`src/rtl/gol_matrix_scan.sv`:
```
// Row-multiplexed 7x7 LED scanner for the Game of Life grid. Snapshots the grid
// once per frame and reports live-cell population plus a still-life flag.
module gol_matrix_scan #(
   parameter int DWELL        = 1000,
   parameter int BLINK_FRAMES = 32
) (
   input  logic        clka,
   input  logic        rst_n,
   input  logic [48:0] grid,
   input  logic [1:0]  game_state,
   output logic [6:0]  row_n,
   output logic [6:0]  col,
   output logic        frame_start,
   output logic [5:0]  population,
   output logic        stable
);

   localparam int DW_W = $clog2(DWELL);
   localparam int FC_W = $clog2(BLINK_FRAMES + 1);

   typedef enum logic [1:0] {
      GS_STOP    = 2'd0,
      GS_PROGRAM = 2'd1,
      GS_RUN     = 2'd2,
      GS_PAUSE   = 2'd3
   } game_state_e;

   logic [DW_W-1:0] dwell_q, dwell_d;
   logic [2:0]      row_q, row_d;
   logic [48:0]     shadow_q;
   logic [5:0]      pop_q;
   logic            stable_q;
   logic [FC_W-1:0] fcount_q, fcount_d;
   logic            phase_q, phase_d;
   logic            snap;

   function automatic logic [5:0] popcount49(input logic [48:0] v);
      logic [5:0] s;
      s = '0;
      for (int i = 0; i < 49; i++) begin
         s = s + {5'd0, v[i]};
      end
      return s;
   endfunction

   assign snap = (row_q == 3'd0) && (dwell_q == '0);

   always_comb begin
      dwell_d  = dwell_q + DW_W'(1);
      row_d    = row_q;
      fcount_d = fcount_q;
      phase_d  = phase_q;
      if (dwell_q == DW_W'(DWELL - 1)) begin
         dwell_d = '0;
         row_d   = (row_q == 3'd6) ? 3'd0 : row_q + 3'd1;
      end
      // Blink phase advances only on frame boundaries so a frame is never split.
      if (snap) begin
         if (fcount_q == FC_W'(BLINK_FRAMES - 1)) begin
            fcount_d = '0;
            phase_d  = ~phase_q;
         end else begin
            fcount_d = fcount_q + FC_W'(1);
         end
      end
   end

   always_ff @(posedge clka or negedge rst_n) begin
      if (!rst_n) begin
         dwell_q  <= '0;
         row_q    <= 3'd0;
         shadow_q <= '0;
         pop_q    <= '0;
         stable_q <= 1'b0;
         fcount_q <= '0;
         phase_q  <= 1'b0;
      end else begin
         dwell_q  <= dwell_d;
         row_q    <= row_d;
         fcount_q <= fcount_d;
         phase_q  <= phase_d;
         if (snap) begin
            shadow_q <= grid;
            pop_q    <= popcount49(grid);
            stable_q <= (grid == shadow_q) && (game_state == GS_RUN);
         end
      end
   end

   // Outputs come from registered state; dwell 0 blanks the matrix between rows.
   always_comb begin
      frame_start = snap;
      row_n       = 7'h7F;
      col         = 7'h00;
      if (dwell_q != '0) begin
         row_n = ~(7'd1 << row_q);
         if (!((game_state == GS_PROGRAM) && phase_q)) begin
            col = shadow_q[row_q*7 +: 7];
         end
      end
   end

   assign population = pop_q;
   assign stable     = stable_q;

endmodule

```
`config.mk`:
```
export PLATFORM = sky130hd
export DESIGN_NAME = gol_matrix_scan
export DESIGN_NICKNAME = d
export VERILOG_FILES = /design/src/rtl/gol_matrix_scan.sv
export SDC_FILE = /design/constraint.sdc
export NUM_CORES = 1
export LEC_CHECK = 0
export ABC_AREA = 1
export BUFFER_PORTS_ARGS = -buffer_cell sky130_fd_sc_hd__buf_4
export CAP_MARGIN = 20
export CORE_ASPECT_RATIO = 1.75
export CORE_MARGIN = 1.5
export CORE_UTILIZATION = 45
export CTS_CLUSTER_DIAMETER = 40
export DETAILED_ROUTE_END_ITERATION = 10
export PLACE_DENSITY = 0.67
export SYNTH_ARGS = -nofsm -noshare
export SYNTH_HDL_FRONTEND = slang
export SYNTH_SLANG_ARGS = --single-unit
```
`constraint.sdc`:
```
create_clock -name clka -period 1.6 [get_ports clka]
set_clock_uncertainty 0.1 [all_clocks]
set_input_delay 0.32 -clock clka [delete_from_list [all_inputs] [get_ports clka]]
set_output_delay 0.32 -clock clka [all_outputs]
set_load 0.05 [all_outputs]
```
==> results_dict.tcl <==
set metrics [dict create \
    fin_crit_sh 3.19 \
    reg2reg_depth 11 \
    rr_endpoint "shadow_q[15]$_DFFE_PN0P_" \
    tightest_slew_ps 363 \
    antenna_found_initial 0 \
    power.density_mw_per_mm2 1460 \
    place_hpwl_microns 14700 \
    final_core_util 0.758 \
    fin_tns_setup_ps -54100 \
    status "finished with violations" \
    clock_latency_ps 350 \
    ys_seq_area_frac 0.345 \
    netlist_instances 743 \
    drc 0 \
    cts-root-buf "clkbuf_16" \
    vias 5916 \
    end_kind "flop" \
    peakVddDrop_uv 3240 \
    htree_levels 3 \
    routedWlPerCell_microns 19.0 \
    final_common_cell "nand2_1" \
    cts_made_buffers 9 \
    crit_type "in -> reg" \
    r2r-start "row_q[1]$_DFFE_PN0N_" \
    worst_hold_path_type "in -> reg" \
    placed_cell_area_sq_mm 0.00745 \
    setup_viol 78 \
    dieArea_sq_mm 0.0130 \
    rows 53 \
    dr.pass1.iters 5 \
    clkTransAtPathRegs_ps 60 \
    synth_flop_cell "dfrtp_1" \
    drtIter0Drc 362 \
    setup_slack_ps -3510 \
    hold_depth 3 \
    synthesis.nets 849 \
    drv_slew 0 \
    async_flop_share 1.00 \
    initial_core_util 0.460 \
    synth.avg_cell_area_sq_um 7.43 \
    drtAntennaViolNets 0 \
    max-cap-violations 0 \
    num-fill-cells 822 \
    viasPerCell 5.20 \
    final_hold_viol_count 0 \
    final_cell_mix "170 x nand2_1, 162 x buf_4, 139 x inv_1, 74 x dfrtp_1, 47 x nor2_1" \
    cts_buffer_depth 2 \
    rsz0062_at_grt "true" \
    die_x_microns 86.7 \
    fin_nets 1073 \
    gp_congestion 0.919 \
    synth-seq-cells 76 \
    hold-path-endpoint "shadow_q[42]$_DFFE_PN0P_" \
    ys_warn_count 0 \
    whs_ps 92.3 \
    arrival_ps 5290 \
    routed_wl_microns 21600 \
    finalCriticalPeriod_ps 5110 \
    num_antenna_cells 0 \
    grt_use_total 0.334 \
    cts_sinks 76 \
    grt_start_max_net_pins 32 \
    grt_pass1_vias 6205 \
    synth_area_sq_mm 0.00552 \
    min-delay-start "grid[42]" \
    relSlewSlack 0.758 \
    synth_cell_types 33 \
    die_y_microns 150 \
    crit_path_max_fanout 2 \
    violations "setup timing" \
    cts_tree "yes" \
    dpl_worst_slack_ps -3990 \
    core_area_sq_mm 0.0120 \
    gr-total-overflow 0 \
    start_kind "input port" \
    final_cell_area_sq_mm 0.00909 \
    io_buffers 74 \
    p_leak_nw 4.62 \
    synth_edf_count 0 \
    area_growth_syn_to_layout_pct 64.8 \
    drive_gt1_frac 0.436 \
    timing.fmax_mhz 196 \
    r2r_setup_slack_ps -530 \
    crit_required_ps 1780 \
    grt_pass1_wl_microns 31700 \
    ios 75 \
]
layout make-up:
class,count,area (sq um),share of cell area
clock inverters,5,82.6,0.00908
repair buffers,226,2250,0.247
multi-input cells,503,3800,0.418
inverters,151,602,0.0662
flip-flops and latches,76,1900,0.209
clock buffers,11,253,0.0278
well taps,165,206,0.0227
routing by layer:
layer / GRT usage / routed length (microns) / vias up / part of all wire
li1: - / - / 2724 / -
met1: 0.356 / 7570 / 2870 / 0.35
met4: 0.230 / 1630 / 0 / 0.076
met3: 0.0496 / 929 / 91 / 0.043
met2: 0.595 / 11500 / 231 / 0.53
met5: 0 / 0 / - / 0
worst max-delay path by stage:
stage | slack [ps] | to | cells past startpoint | startpoint
floorplan | -3550 | population[4]$_DFFE_PN0P_ | 16 | grid[29]
global placement | -3890 | population[4]$_DFFE_PN0P_ | 17 | grid[35]
detailed placement | -3990 | population[4]$_DFFE_PN0P_ | 17 | grid[35]
CTS | -3510 | population[4]$_DFFE_PN0P_ | 17 | grid[17]
global route | -3640 | population[4]$_DFFE_PN0P_ | 17 | grid[17]
finish | -3510 | population[4]$_DFFE_PN0P_ | 17 | grid[17]
worst max-delay path: stages:
cell and delay [ps]:
buf_6 100, fa_1 530, inv_1 60, fa_1 520, inv_2 70, fa_1 490, inv_1 60, fa_1 510
fa_1 440, fa_1 540, fa_1 440, fa_2 360, fa_2 360, o21ai_2 140, a21oi_2 70, xor2_1 140
o21ai_1 140
where the power goes:
group / switching [mW] / internal, mW / leakage [nW] / total (mW)
Clock: 0.920 / 1.46 / 0.166 / 2.38
Combinational: 4.69 / 4.09 / 3.54 / 8.78
Sequential: 0.0979 / 2.06 / 0.913 / 2.16
Yosys cell counts (6+ instances only):
cell | instances | share of area
nand2_1 | 231 | 0.16
nand3_1 | 13 | 0.012
nor3_1 | 12 | 0.011
o21ai_0 | 72 | 0.065
ha_1 | 13 | 0.029
o22ai_1 | 6 | 0.0068
nor2_1 | 58 | 0.039
fa_1 | 40 | 0.15
xor2_1 | 8 | 0.013
o21ai_1 | 9 | 0.0082
a21oi_1 | 11 | 0.010
dfrtp_1 | 76 | 0.34
inv_1 | 149 | 0.10
registers in the layout, indices dropped and copies added, names as in the netlist:
register,cells
shadow_q,49
dwell_q,10
row_q,3
population,6
fcount_q,6
phase_q,1
stable,1
per-stage QoR:
step | total power, mW | std cells
final | 13.3 | 1137
after floorplan | 7.30 | 743
after global placement | 9.33 | 1086
after global routing | 14.3 | 1137
after CTS | 12.6 | 1129
after detailed placement | 9.68 | 1086
logic make-up (layout without fill, tap and decap cells):
kind of cell    Yosys count  after routing  share of synthesized area
compound gates          111            111                      0.108
simple gates            326            326                      0.236
buf+inv                 164            393                      0.117
flops                    76             76                      0.345
xor+xnor                 13             13                     0.0206
fa+ha+maj                53             53                      0.175
repair_timing:
item,in CTS,in global routing
cloned,9,2
hold buffers,1,0
endpoints found under the setup margin,86,86
resized for setup,162,89
pin swaps,22,19
buffers inserted,20,17
hold endpoints to repair,20,0
Power figures use the tool's default switching activity.
